### src/rtl/mem_router_pkg.sv
// Shared types and helpers for the CPU memory request router.
package mem_router_pkg;

    typedef enum logic [2:0] {
        IDLE,
        SRAM_ACC,
        SRAM_WAIT,
        EXT_CMD,
        EXT_RD,
        RESP
    } state_t;

    typedef enum logic [1:0] {
        REG_SRAM,
        REG_EXT,
        REG_OOR
    } region_t;

    // Bits needed for a counter that must be able to hold max_count.
    function automatic int unsigned tmo_cnt_w(input int unsigned max_count);
        return (max_count < 2) ? 1 : $clog2(max_count + 1);
    endfunction

endpackage

### src/rtl/mem_addr_decode.sv
// Combinational region decode of a CPU word address plus the LPDDR2 word offset.
module mem_addr_decode
    import mem_router_pkg::*;
#(
    parameter int unsigned ADDR_W     = 30,
    parameter int unsigned SRAM_WORDS = 2048,
    parameter int unsigned EXT_AW     = 27
) (
    input  logic [ADDR_W-1:0] addr,
    output region_t           region_c,
    output logic [EXT_AW-1:0] ext_off_c
);

    // Two spare bits so the EXT upper bound never wraps.
    localparam int unsigned   CW       = ADDR_W + 2;
    localparam logic [CW-1:0] SRAM_LIM = CW'(SRAM_WORDS);
    localparam logic [CW-1:0] EXT_LIM  = SRAM_LIM + (CW'(1) << EXT_AW);

    logic [CW-1:0] addr_w;

    always_comb begin
        addr_w = CW'(addr);
        if (addr_w < SRAM_LIM) begin
            region_c = REG_SRAM;
        end else if (addr_w < EXT_LIM) begin
            region_c = REG_EXT;
        end else begin
            region_c = REG_OOR;
        end
        ext_off_c = EXT_AW'(addr - ADDR_W'(SRAM_WORDS));
    end

endmodule

### src/rtl/mem_router.sv
// Routes CPU ready/valid memory requests to on-chip SRAM or the LPDDR2 controller,
// with a bus timeout and out-of-range error responses.
module mem_router
    import mem_router_pkg::*;
#(
    parameter int unsigned ADDR_W     = 30,
    parameter int unsigned DATA_W     = 32,
    parameter int unsigned SRAM_AW    = 12,
    parameter int unsigned SRAM_WORDS = 2048,
    parameter int unsigned SRAM_LAT   = 1,
    parameter int unsigned EXT_AW     = 27,
    parameter int unsigned TIMEOUT    = 255
) (
    input  logic              clk,
    input  logic              rst,
    input  logic              req_valid,
    input  logic              req_we,
    input  logic [ADDR_W-1:0] req_addr,
    input  logic [DATA_W-1:0] req_wdata,
    output logic              req_ready,
    output logic              rsp_valid,
    output logic [DATA_W-1:0] rsp_rdata,
    output logic              rsp_err,
    output logic              busy,
    output logic [SRAM_AW-1:0] sram_addr,
    output logic [DATA_W-1:0] sram_wdata,
    output logic              sram_we,
    input  logic [DATA_W-1:0] sram_rdata,
    output logic [EXT_AW-1:0] ext_addr,
    output logic [DATA_W-1:0] ext_wdata,
    output logic              ext_read_req,
    output logic              ext_write_req,
    input  logic              ext_waitrequest,
    input  logic [DATA_W-1:0] ext_rdata,
    input  logic              ext_rdata_valid
);

    localparam int unsigned TW = tmo_cnt_w(TIMEOUT);

    if ((SRAM_WORDS > (1 << SRAM_AW)) || (SRAM_LAT < 1) || (SRAM_LAT > 3)) begin : g_cfg_check
        $error("mem_router: SRAM_WORDS must fit in SRAM_AW and SRAM_LAT must be 1..3");
    end

    state_t            state;
    logic              we_q;
    logic [TW-1:0]     tmo_cnt;
    region_t           dec_region;
    logic [EXT_AW-1:0] dec_ext_off;

    mem_addr_decode #(
        .ADDR_W    (ADDR_W),
        .SRAM_WORDS(SRAM_WORDS),
        .EXT_AW    (EXT_AW)
    ) u_decode (
        .addr     (req_addr),
        .region_c (dec_region),
        .ext_off_c(dec_ext_off)
    );

    // Single registered FSM; every output is set on the transition into the state that owns it.
    always_ff @(posedge clk or posedge rst) begin
        if (rst) begin
            state         <= IDLE;
            we_q          <= 1'b0;
            tmo_cnt       <= '0;
            req_ready     <= 1'b0;
            rsp_valid     <= 1'b0;
            rsp_rdata     <= '0;
            rsp_err       <= 1'b0;
            busy          <= 1'b0;
            sram_addr     <= '0;
            sram_wdata    <= '0;
            sram_we       <= 1'b0;
            ext_addr      <= '0;
            ext_wdata     <= '0;
            ext_read_req  <= 1'b0;
            ext_write_req <= 1'b0;
        end else begin
            case (state)
                IDLE: begin
                    if (req_valid && req_ready) begin
                        req_ready <= 1'b0;
                        busy      <= 1'b1;
                        we_q      <= req_we;
                        tmo_cnt   <= '0;
                        case (dec_region)
                            REG_SRAM: begin
                                state      <= SRAM_ACC;
                                sram_addr  <= SRAM_AW'(req_addr);
                                sram_wdata <= req_wdata;
                                sram_we    <= req_we;
                            end
                            REG_EXT: begin
                                state         <= EXT_CMD;
                                ext_addr      <= dec_ext_off;
                                ext_wdata     <= req_wdata;
                                ext_read_req  <= ~req_we;
                                ext_write_req <= req_we;
                            end
                            default: begin
                                state     <= RESP;
                                rsp_valid <= 1'b1;
                                rsp_err   <= 1'b1;
                                rsp_rdata <= '0;
                            end
                        endcase
                    end else begin
                        req_ready <= 1'b1;
                    end
                end

                SRAM_ACC: begin
                    sram_we <= 1'b0;
                    if (we_q || (SRAM_LAT <= 1)) begin
                        state     <= RESP;
                        rsp_valid <= 1'b1;
                        rsp_err   <= 1'b0;
                        rsp_rdata <= we_q ? '0 : sram_rdata;
                    end else begin
                        state <= SRAM_WAIT;
                    end
                end

                // Reuses the idle timeout counter to pace the extra SRAM latency.
                SRAM_WAIT: begin
                    if (tmo_cnt >= TW'(SRAM_LAT - 2)) begin
                        state     <= RESP;
                        rsp_valid <= 1'b1;
                        rsp_err   <= 1'b0;
                        rsp_rdata <= sram_rdata;
                    end else begin
                        tmo_cnt <= tmo_cnt + TW'(1);
                    end
                end

                EXT_CMD: begin
                    if (!ext_waitrequest) begin
                        ext_read_req  <= 1'b0;
                        ext_write_req <= 1'b0;
                        tmo_cnt       <= tmo_cnt + TW'(1);
                        if (we_q) begin
                            state     <= RESP;
                            rsp_valid <= 1'b1;
                            rsp_err   <= 1'b0;
                            rsp_rdata <= '0;
                        end else begin
                            state <= EXT_RD;
                        end
                    end else if (tmo_cnt >= TW'(TIMEOUT - 1)) begin
                        ext_read_req  <= 1'b0;
                        ext_write_req <= 1'b0;
                        state         <= RESP;
                        rsp_valid     <= 1'b1;
                        rsp_err       <= 1'b1;
                        rsp_rdata     <= '0;
                    end else begin
                        tmo_cnt <= tmo_cnt + TW'(1);
                    end
                end

                // Read data arriving on the timeout cycle takes priority over the error.
                EXT_RD: begin
                    if (ext_rdata_valid) begin
                        state     <= RESP;
                        rsp_valid <= 1'b1;
                        rsp_err   <= 1'b0;
                        rsp_rdata <= ext_rdata;
                    end else if (tmo_cnt >= TW'(TIMEOUT - 1)) begin
                        state     <= RESP;
                        rsp_valid <= 1'b1;
                        rsp_err   <= 1'b1;
                        rsp_rdata <= '0;
                    end else begin
                        tmo_cnt <= tmo_cnt + TW'(1);
                    end
                end

                RESP: begin
                    rsp_valid <= 1'b0;
                    busy      <= 1'b0;
                    req_ready <= 1'b1;
                    state     <= IDLE;
                end

                default: begin
                    state <= IDLE;
                end
            endcase
        end
    end

endmodule

### config.mk
export PLATFORM = sky130hd
export DESIGN_NAME = mem_router
export DESIGN_NICKNAME = d
export VERILOG_FILES = /design/src/rtl/mem_router_pkg.sv /design/src/rtl/mem_addr_decode.sv /design/src/rtl/mem_router.sv
export SDC_FILE = /design/constraint.sdc
export NUM_CORES = 1
export LEC_CHECK = 0
export CAP_MARGIN = 30
export CORE_MARGIN = 2
export CORE_UTILIZATION = 47
export DETAILED_ROUTE_END_ITERATION = 12
export PLACE_DENSITY = 0.86
export REMOVE_ABC_BUFFERS = 1
export SYNTH_ARGS = -nofsm -noshare
export SYNTH_HDL_FRONTEND = slang
export SYNTH_SLANG_ARGS = --single-unit
### constraint.sdc
create_clock -name clk -period 17.6 [get_ports clk]
set_input_delay 5.28 -clock clk [delete_from_list [all_inputs] [get_ports clk]]
set_output_delay 5.28 -clock clk [all_outputs]
set_load 0.03 [all_outputs]
# == Word level (Yosys, flattened, before mapping) ==
# Cells that the tools add are included.
# word_totals
regBits,154
input_bits,132
out_inout_bits,142
elab_cells,111
# op_classes
reduce_logical,20
magnitude_cmp,4
addsub,2
n_eq_ne,15
n_mux,54
bitwise_logic,1
# op_table
op,count
$mux W32,8
$pmux W32 S5,1
$mux W8,5
$pmux W8 S4,1
$lt A30 B12 Y1 const B,1
$lt A30 B28 Y1 const B,1
$sub A27 B12 Y27 const B,1
$mux W1,23
$ge A8 B8 Y1 const B,2
$mux W3,5
$pmux W3 S5,1
$ne A2 B2 Y1 const B,5
$pmux W1 S2,5
$reduce_and A5 Y1,2
$reduce_and A3 Y1,3
$add A8 B1 Y8 const B,1
$reduce_and A4 Y1,2
$eq A3 B2 Y1 const B,2
$eq A3 B3 Y1 const B,2
$ne A3 B3 Y1 const B,2
$pmux W1 S6,1
$pmux W3 S2,1
$reduce_and A2 Y1,3
$reduce_bool A2 Y1,3
13 further kinds,15

# == Longest topological paths before layout ==
# Gate-level depths: netlist of the first run.
# logic_depth
ltp_word,8
depth_mapped,8
depth_no_buf,7

# == By module ==
# A second synthesis of the first run with hierarchy kept.
# hier_totals
hier_cells,531
area_unflattened_um2,6977.9
# by_module_without_submodules
mod,seq_area_each_um2,area_per_inst_um2,cells_per_inst,n_inst
mem_router,3853.7,6598.8,476,1
mem_addr_decode,0.0,379.1,55,1

# == Worst setup path after synthesis of the first run ==
# OpenSTA, ideal clock, no wires.
# synth_path
path_type,input to register
startpoint,input port req_addr[16]
endpoint,register ext_addr[20]
arrival_ns,6.982
cell_stages,7
slack_ns,10.491
path_buffers,2
path_cell_list,nor4_4 nand4_2 o21a_1 nor3_4 buf_6 buf_6 mux2_1
# synth_between
elab_chain_len,5
word_cells_on_any_way,7
# synth_rtl
item,line,source
start: declaration,mem_router.sv:18,"input logic [ADDR_W-1:0] req_addr,"
$lt A30 B28 Y1,mem_addr_decode.sv:25,end else if (addr_w < EXT_LIM) begin
$mux W2,mem_addr_decode.sv:25,
$mux W2,mem_addr_decode.sv:23,if (addr_w < SRAM_LIM) begin
$eq A2 B1 Y1,mem_router.sv:86,case (dec_region)
$reduce_and A3 Y1 (no line),-,
end signal: assignment,mem_router.sv:95,ext_addr <= dec_ext_off;
end: declaration,mem_router.sv:29,"output logic [EXT_AW-1:0] ext_addr,"
# Several ways; a longest one is shown, not always the timed one.
# A chain may end at the register's enable or synchronous reset.

# == Final worst setup path of the first run ==
# layout_path
startpoint,input port req_addr[15]
endpoint,register ext_addr[2]
# layout_between
elab_chain_len,5
word_cells_on_any_way,6
# layout_rtl
item,line
$lt A30 B28 Y1,mem_addr_decode.sv:25
$mux W2,mem_addr_decode.sv:25
$mux W2 *,mem_addr_decode.sv:23
$eq A2 B1 Y1 *,mem_router.sv:86
$reduce_and A3 Y1 (no line) *,-
# Mark *: on every way between the ends. The rest lies on a longest branch, timed or not.

==> metrics.md, run 1 <==
| Metric | Value |
|---|---|
| Status | complete, no violations |
| Fin crit share | 44.3% |
| Vias in the first global route | around 5800 |
| Slowest stage delay, CP | between 600 and 700 ps |
| H-tree Lvls | 4 |
| FF-to-FF setup slack | between 10000 and 15000 ps |
| Power Dens Cells | around 160 nW/µm² |
| RSZ-0062 raised after global routing | no |
| CTS resizes | 0 |
| Gr usage total | about a quarter |
| CTS Root Cell | clkbuf_16 |
| First-pass GRT wire length | around 30000 µm |
| Clock transition at path regs | around 60 ps |
| Critical Path Start Type | input port |
| Most common library cells after synthesis | 154 x dfrtp_1, 142 x nand2_1, 50 x mux2_2 |
| I/O pin total | roughly 270 |
| Rel. slew slack | between 40 and 50% |
| GRT overflow | 0 |
| Commonest register cell after synthesis | dfrtp_1 |
| Hold_ws | between 400 and 500 ps |
| Hold Path Stages | 2 |
| Hold path start | sram_addr[10] |
| Mapped Cells | 609 |
| Max Freq | approximately 0.13 GHz |
| Crit path DAT | between 8000 and 9000 ps |
| Leakage | around 4.5 nW |
| CP max-delay cell | buf_4 |
| R2r worst-path depth | 5 |
| Latest clock arrival within the worst-skew pair | about 430 ps |
| WL/cell | around 18 µm |
| Crit Path Category | input port to flop |
| Chip height | about 120 µm |
| HPWL Detailed | about 14000 µm |
| Share of the synthesized area in the top cell type | between 50% and 60% |
| Layout Cells excl Fill | between 1000 and 1500 |
| Worst R2R End | ext_addr[2] |
| Num CTS Buffers | 17 |
| Number of fill cells | 950 |
| Longest Clk Path Bufs | 2 |
| Max Slew Vio Count | 0 |
| Clock Skew | 9.58 ps |
| Syn_area_per_cell | between 10 and 15 µm² |
| Max VDD drop | 0.0810 mV |
| Final #Nets | just over 1000 |
| Via count | slightly below 6000 |
| Placed cells | ~1000 |
| #FFs+latches synth | between 150 and 200 |
| Area contributors post-synth | dfrtp_1 57%, mux2_2 8.3%, nand2_1 7.9% |
| Initial Util | slightly below 50% |
| YS warnings | 0 |
| Slew @ Worst Pin | approximately 830 ps |
| DRC Markers | 0 |
| Most frequent cell after synthesis | dfrtp_1 |
| Initial antenna violation count | 1 |
| # setup viols final | 0 |
| Fraction of registers with async set/reset | 100% |
| TNS Setup | 0 ps |
| Cell Chain, Critical Path | clkdlybuf4s50_1 > nor4_4 > nand4_2 > o21a_1 > nor3_4 > buf_4 > mux2_2 |
| Layout area overhead | 51.9% |
| # hold bufs at CTS | 0 |
| Post-CTS setup repair buffer count | 0 |
| EDFF count, synth | 0 |
| Clock sink count | roughly 150 |
| Largest net degree at the start of global routing | 96 |
| Post-synth top area cell | dfrtp_1 |
| TritonCTS clock tree | built |
| Core box area | between 10000 and 15000 µm² |
| Cell area after synthesis | between 6000 and 7000 µm² |
| Yosys cell types | 53 |
| Worst Path Max Fanout | 59 |
| First-pass detailed-route iteration total | 5 |
| Hold path endpoint | sram_addr[10] |
| MaxCap Viol Count | 0 |
| CP Data Required Time | 17900 ps |
| Iteration-0 DRC count of the detailed router | about 470 |
| Die area | approximately 15000 µm² |
| Total Wirelength | a little under 20000 µm |
| Row count | 43 |
| IO buf count | about 270 |
| Min-delay worst type | flop to flop |
| Final min period | 7800 ps |
| Worst Setup End Kind | flop |
| RR Startpoint | state[2] |
| Layout cells sized above 1 | a little under an eighth |
| DRT antenna net count | 0 |
| Placer's final routability congestion estimate | about 0.84 |
| Die W | around 120 µm |
| Hold Fails Final Rpt | 0 |
| Sequential share of the synthesized area | between 50 and 60% |
| Vias per std cell | 5.46 |
==> metrics by stage <==
| step | setup WS, ps | cell area (µm²) | power, mW | util, % |
|---|---|---|---|---|
| after floorplan | 8170 | 6610 | 0.919 | - |
| after global routing | 9670 | 10300 | 1.71 | 73.5 |
| final | 9800 | 10300 | 1.63 | 73.5 |
| after global placement | 9480 | 9650 | 1.22 | 69.0 |
| after detailed placement | 9380 | 9650 | 1.24 | 69.0 |
| after CTS | 9820 | 10300 | 1.64 | 73.5 |
==> how the worst max path moves through the flow <==
stage,startpoint,end,slack (ps)
after floorplan,rst,busy,8170
after global placement,req_addr[16],ext_addr[8],9480
after detailed placement,req_addr[15],ext_addr[2],9380
after CTS,req_addr[15],ext_addr[2],9820
after global routing,req_addr[11],ext_addr[2],9670
final,req_addr[15],ext_addr[2],9800
==> state kept, by name, summed over array words and instances (netlist names) <==
name / cells
busy: 1
ext_addr: 27
ext_read_req: 1
ext_wdata: 32
ext_write_req: 1
req_ready: 1
rsp_err: 1
rsp_rdata: 32
rsp_valid: 1
sram_addr: 12
sram_wdata: 32
sram_we: 1
state: 3
tmo_cnt: 8
we_q: 1
==> placed cells by master, fill, tap and decap left out, types with 4 or more instances in the layout <==
cell type,instances
a21oi_1,7
a22oi_1,32
a31oi_1,5
and3_1,4
buf_4,8
bufinv_16,4
clkbuf_16,17
clkdlybuf4s50_1,273
clkinv_4,4
dfrtp_1,154
inv_1,9
mux2_1,9
mux2_2,50
nand2_1,142
nand2b_1,4
nand3_1,9
nor2_1,18
nor3_1,12
o21ai_0,14
o2bb2ai_1,32
o311ai_0,7
or3_1,6
xnor2_1,6
xor2_1,8
==> per-layer routing <==
layer	GRT usage, %	vias to the layer above	part of all wire (%)
li1	-	2721	-
met1	29.1	2827	38
met2	43.4	252	51
met3	7.92	45	8.3
met4	10.9	0	3.4
met5	0	-	0
==> critical path, delay by kind of cell <==
| kind | cells | cell delay, ps |
|---|---|---|
| muxes | 1 | 440 |
| buffers and inverters | 2 | 1140 |
| and+or+nand+nor | 3 | 890 |
| AOI/OAI and AO/OA | 1 | 320 |
==> final cells by class <==
type	instances	area (µm²)	share of cell area [%]
sequential	154	3850	37.5
timing repair buffer	281	2790	27.1
multi-input combinational	412	2740	26.6
clock buffer	19	443	4.31
tap	180	225	2.19
clock inverter	13	193	1.87
inverter	10	42.5	0.414
antenna	1	2.50	0.0243
==> where the power goes <==
part / switching, mW / total, mW / internal [mW]
registers: 0.0720 / 0.528 / 0.456
logic: 0.410 / 0.712 / 0.302
clock network: 0.148 / 0.390 / 0.243
total: 0.630 / 1.63 / 1.00
==> kinds of logic (layout without fill, tap and decap cells) <==
logic type	Yosys count	count (layout)	share of synthesized area (%)
adders and majority gates	3	3	0.554
other	0	1	0
xor gates and xnor gates	14	14	1.81
DFF	154	154	56.9
and+or+nand+nor	214	214	14.3
muxes	60	60	9.96
buffers and inverters	43	323	2.96
AOI/OAI and AO/OA	121	121	13.6
No activity file was read; power rests on OpenSTA's default activity.
==> run 2, diff against run 1 <==
CORE_UTILIZATION = 39   (was 47)
PLACE_DENSITY = 0.76   (was 0.86)
clock period = 6.85 ns   (was 17.6 ns; I/O delays follow)
==> metrics.md, run 2 (synthesis results as in run 1) <==
| Metric | Value |
|---|---|
| Status | complete, no violations |
| Worst R2R End | sram_addr[11] |
| DP Area | 9730 µm² (+0.87%) |
| TNS Setup | 0 ps (unchanged) |
| Power consumption | 4.02 mW (+150%) |
| RR Startpoint | state[2] |
| Initial antenna violation count | 0 (-1) |
| RSZ-0062 raised after global routing | no |
| Rel. slew slack | 43.3% (-1.4 points) |
| Slew @ Worst Pin | 851 ps (+21.1 ps) |
| Crit Path Category | input port to flop |
| Leakage | 4.42 nW (-1.0%) |
| Hold path start | sram_wdata[14] |
| Worst Path Max Fanout | 59 (unchanged) |
| Via count | 5733 (-1.9%) |
| Worst Setup End Kind | flop |
| CP Data Required Time | 7150 ps (-10750 ps) |
| # setup viols final | 0 (unchanged) |
| # hold bufs at CTS | 0 (unchanged) |
| Clock transition at path regs | 70 ps (about the same) |
| Gr usage total | 20.2% (-5.1 points) |
| Most common cell after layout, fill and taps aside | clkdlybuf4s50_1 |
| Slowest stage delay, CP | 670 ps (+20 ps) |
| Fin crit share | between 60 and 70% |
| GRT overflow | 0 (unchanged) |
| Max Freq | ~0.22 GHz |
| Row count | 48 (+12%) |
| Cell Chain, Critical Path | clkdlybuf4s50_1 > nor4_4 > nand4_2 > o21a_1 > nor3_4 > buf_4 > mux2_2 |
| MaxCap Viol Count | 0 (unchanged) |
| Num CTS Buffers | 17 (unchanged) |
| Number of antenna repair diodes | 0 (-1) |
| Layout area overhead | 51.7% |
| Initial Util | 39.6% (-8.8 points) |
| DRC Markers | 0 (unchanged) |
| CTS resizes | 0 (unchanged) |
| Vias in the first global route | 5688 (-1.7%) |
| Min-delay worst type | flop to flop |
| Critical Path Start Type | input port |
| Largest regs | ext_wdata: 32 flops, rsp_rdata: 32 flops, sram_wdata: 32 flops |
| Hold Fails Final Rpt | 0 (unchanged) |
| Hold path endpoint | sram_wdata[14] |
| Worst path bufs/invs | 2 (unchanged) |
| CP max-delay cell | buf_4 |
| Critical path's top delay family | buffers and inverters |
| Commonest cells after routing, fill and taps aside | 273 x clkdlybuf4s50_1, 154 x dfrtp_1, 142 x nand2_1 |
| Final #Nets | 1012 (+0.099%) |
| I/O pin total | 274 (unchanged) |
| First-pass detailed-route iteration total | 5 (unchanged) |
| Final min period | roughly 4600 ps |
| H-tree Lvls | 4 (unchanged) |
| Final Util | 60.0% (-14 points) |
| Largest net degree at the start of global routing | 71 (-26%) |
| Placer's final routability congestion estimate | 0.822 (-2.6%) |
| Post-CTS setup repair buffer count | 0 (unchanged) |
| HPWL Detailed | 13300 µm (-2.9%) |
| Die W | 136 µm (+9.5%) |
| Chip height | 136 µm (+9.5%) |
| Crit path DAT | 4880 ps (-3230 ps) |
| DRT antenna net count | 0 (unchanged) |
| Hold Path Stages | 2 (unchanged) |
| Clock sink count | 154 (unchanged) |
| Clock Skew | 9.66 ps (+0.0761 ps) |
| Max Slew Vio Count | 0 (unchanged) |
| CTS Root Cell | clkbuf_16 |
| Latest clock arrival within the worst-skew pair | 420 ps (about the same) |
| Number of fill cells | 1485 (+56%) |
| Total Wirelength | 18800 µm (-3.6%) |
| WL/cell | 16.9 µm (-7.5%) |
| Longest Clk Path Bufs | 2 (unchanged) |
| Max VDD drop | 0.205 mV (+150%) |
| First-pass GRT wire length | 29200 µm (-1.4%) |
| Vias per std cell | 5.14 (-5.9%) |
| Power Dens Cells | 391 nW/µm² (+150%) |
| Die area | 18400 µm² (+20%) |
| TritonCTS clock tree | built |
| FF-to-FF setup slack | 3920 ps (-10760 ps) |
| Critical path origin | req_addr[15] |
| Core box area | 17100 µm² (+22%) |
| Layout cells sized above 1 | 11.5% (+0.10 points) |
| Cell area after layout | 10300 µm² (-0.13%) |
| Iteration-0 DRC count of the detailed router | 315 (-33%) |
| IO buf count | 273 (unchanged) |
| R2r worst-path depth | 5 (unchanged) |
## run 2: final cells by class
| type | count | area, µm² | area share (%) |
|---|---|---|---|
| Tap cell | 225 | 282 | 2.74 |
| Clock buffer | 18 | 429 | 4.18 |
| Inverter | 10 | 42.5 | 0.414 |
| Clock inverter | 14 | 111 | 1.08 |
| Multi-Input combinational cell | 412 | 2740 | 26.6 |
| Sequential cell | 154 | 3850 | 37.5 |
| Timing Repair Buffer | 282 | 2820 | 27.5 |
## run 2: worst reg2reg max path: cells and delay by family, from the launching register on
| family | cells | cell delay, ps |
|---|---|---|
| AND/OR/NAND/NOR | 4 | 1870 |
| flip-flops | 1 | 580 |
| buffers and inverters | 1 | 380 |
## run 2: power by group
group / leakage [nW] / total (mW) / internal [mW] / switching [mW]
combinational: 2.12 / 1.81 / 0.777 / 1.04
clock: 0.252 / 0.865 / 0.470 / 0.395
sequential: 2.04 / 1.34 / 1.17 / 0.171
## run 2: layer usage
| metal | GRT usage [%] | part of all wire, % | vias to the layer above | wire (µm) |
|---|---|---|---|---|
| li1 | - | - | 2729 | - |
| met1 | 25.4 | 42 | 2745 | 7960 |
| met2 | 32.9 | 48 | 218 | 9100 |
| met3 | 5.16 | 6.4 | 41 | 1210 |
| met4 | 9.09 | 3.1 | 0 | 575 |
| met5 | 0 | 0 | - | 0 |
## run 2: worst max-delay path by stage
stage	slack, ps	depth (start not counted)	to
after detailed placement	1810	7	ext_wdata[8]
final	2280	7	ext_wdata[26]
after global placement	1870	7	ext_addr[4]
after CTS	2260	7	ext_wdata[8]
after global routing	2140	7	ext_wdata[8]
after floorplan	650	1	busy
## run 2: through the flow
step / std cells / hold WS [ps] / setup slack [ps]
after floorplan: 576 / 504 / 645
after CTS: 1115 / 469 / 2260
after global placement: 1082 / 448 / 1870
after detailed placement: 1083 / 454 / 1810
after global routing: 1115 / 478 / 2140
final: 1115 / 463 / 2280
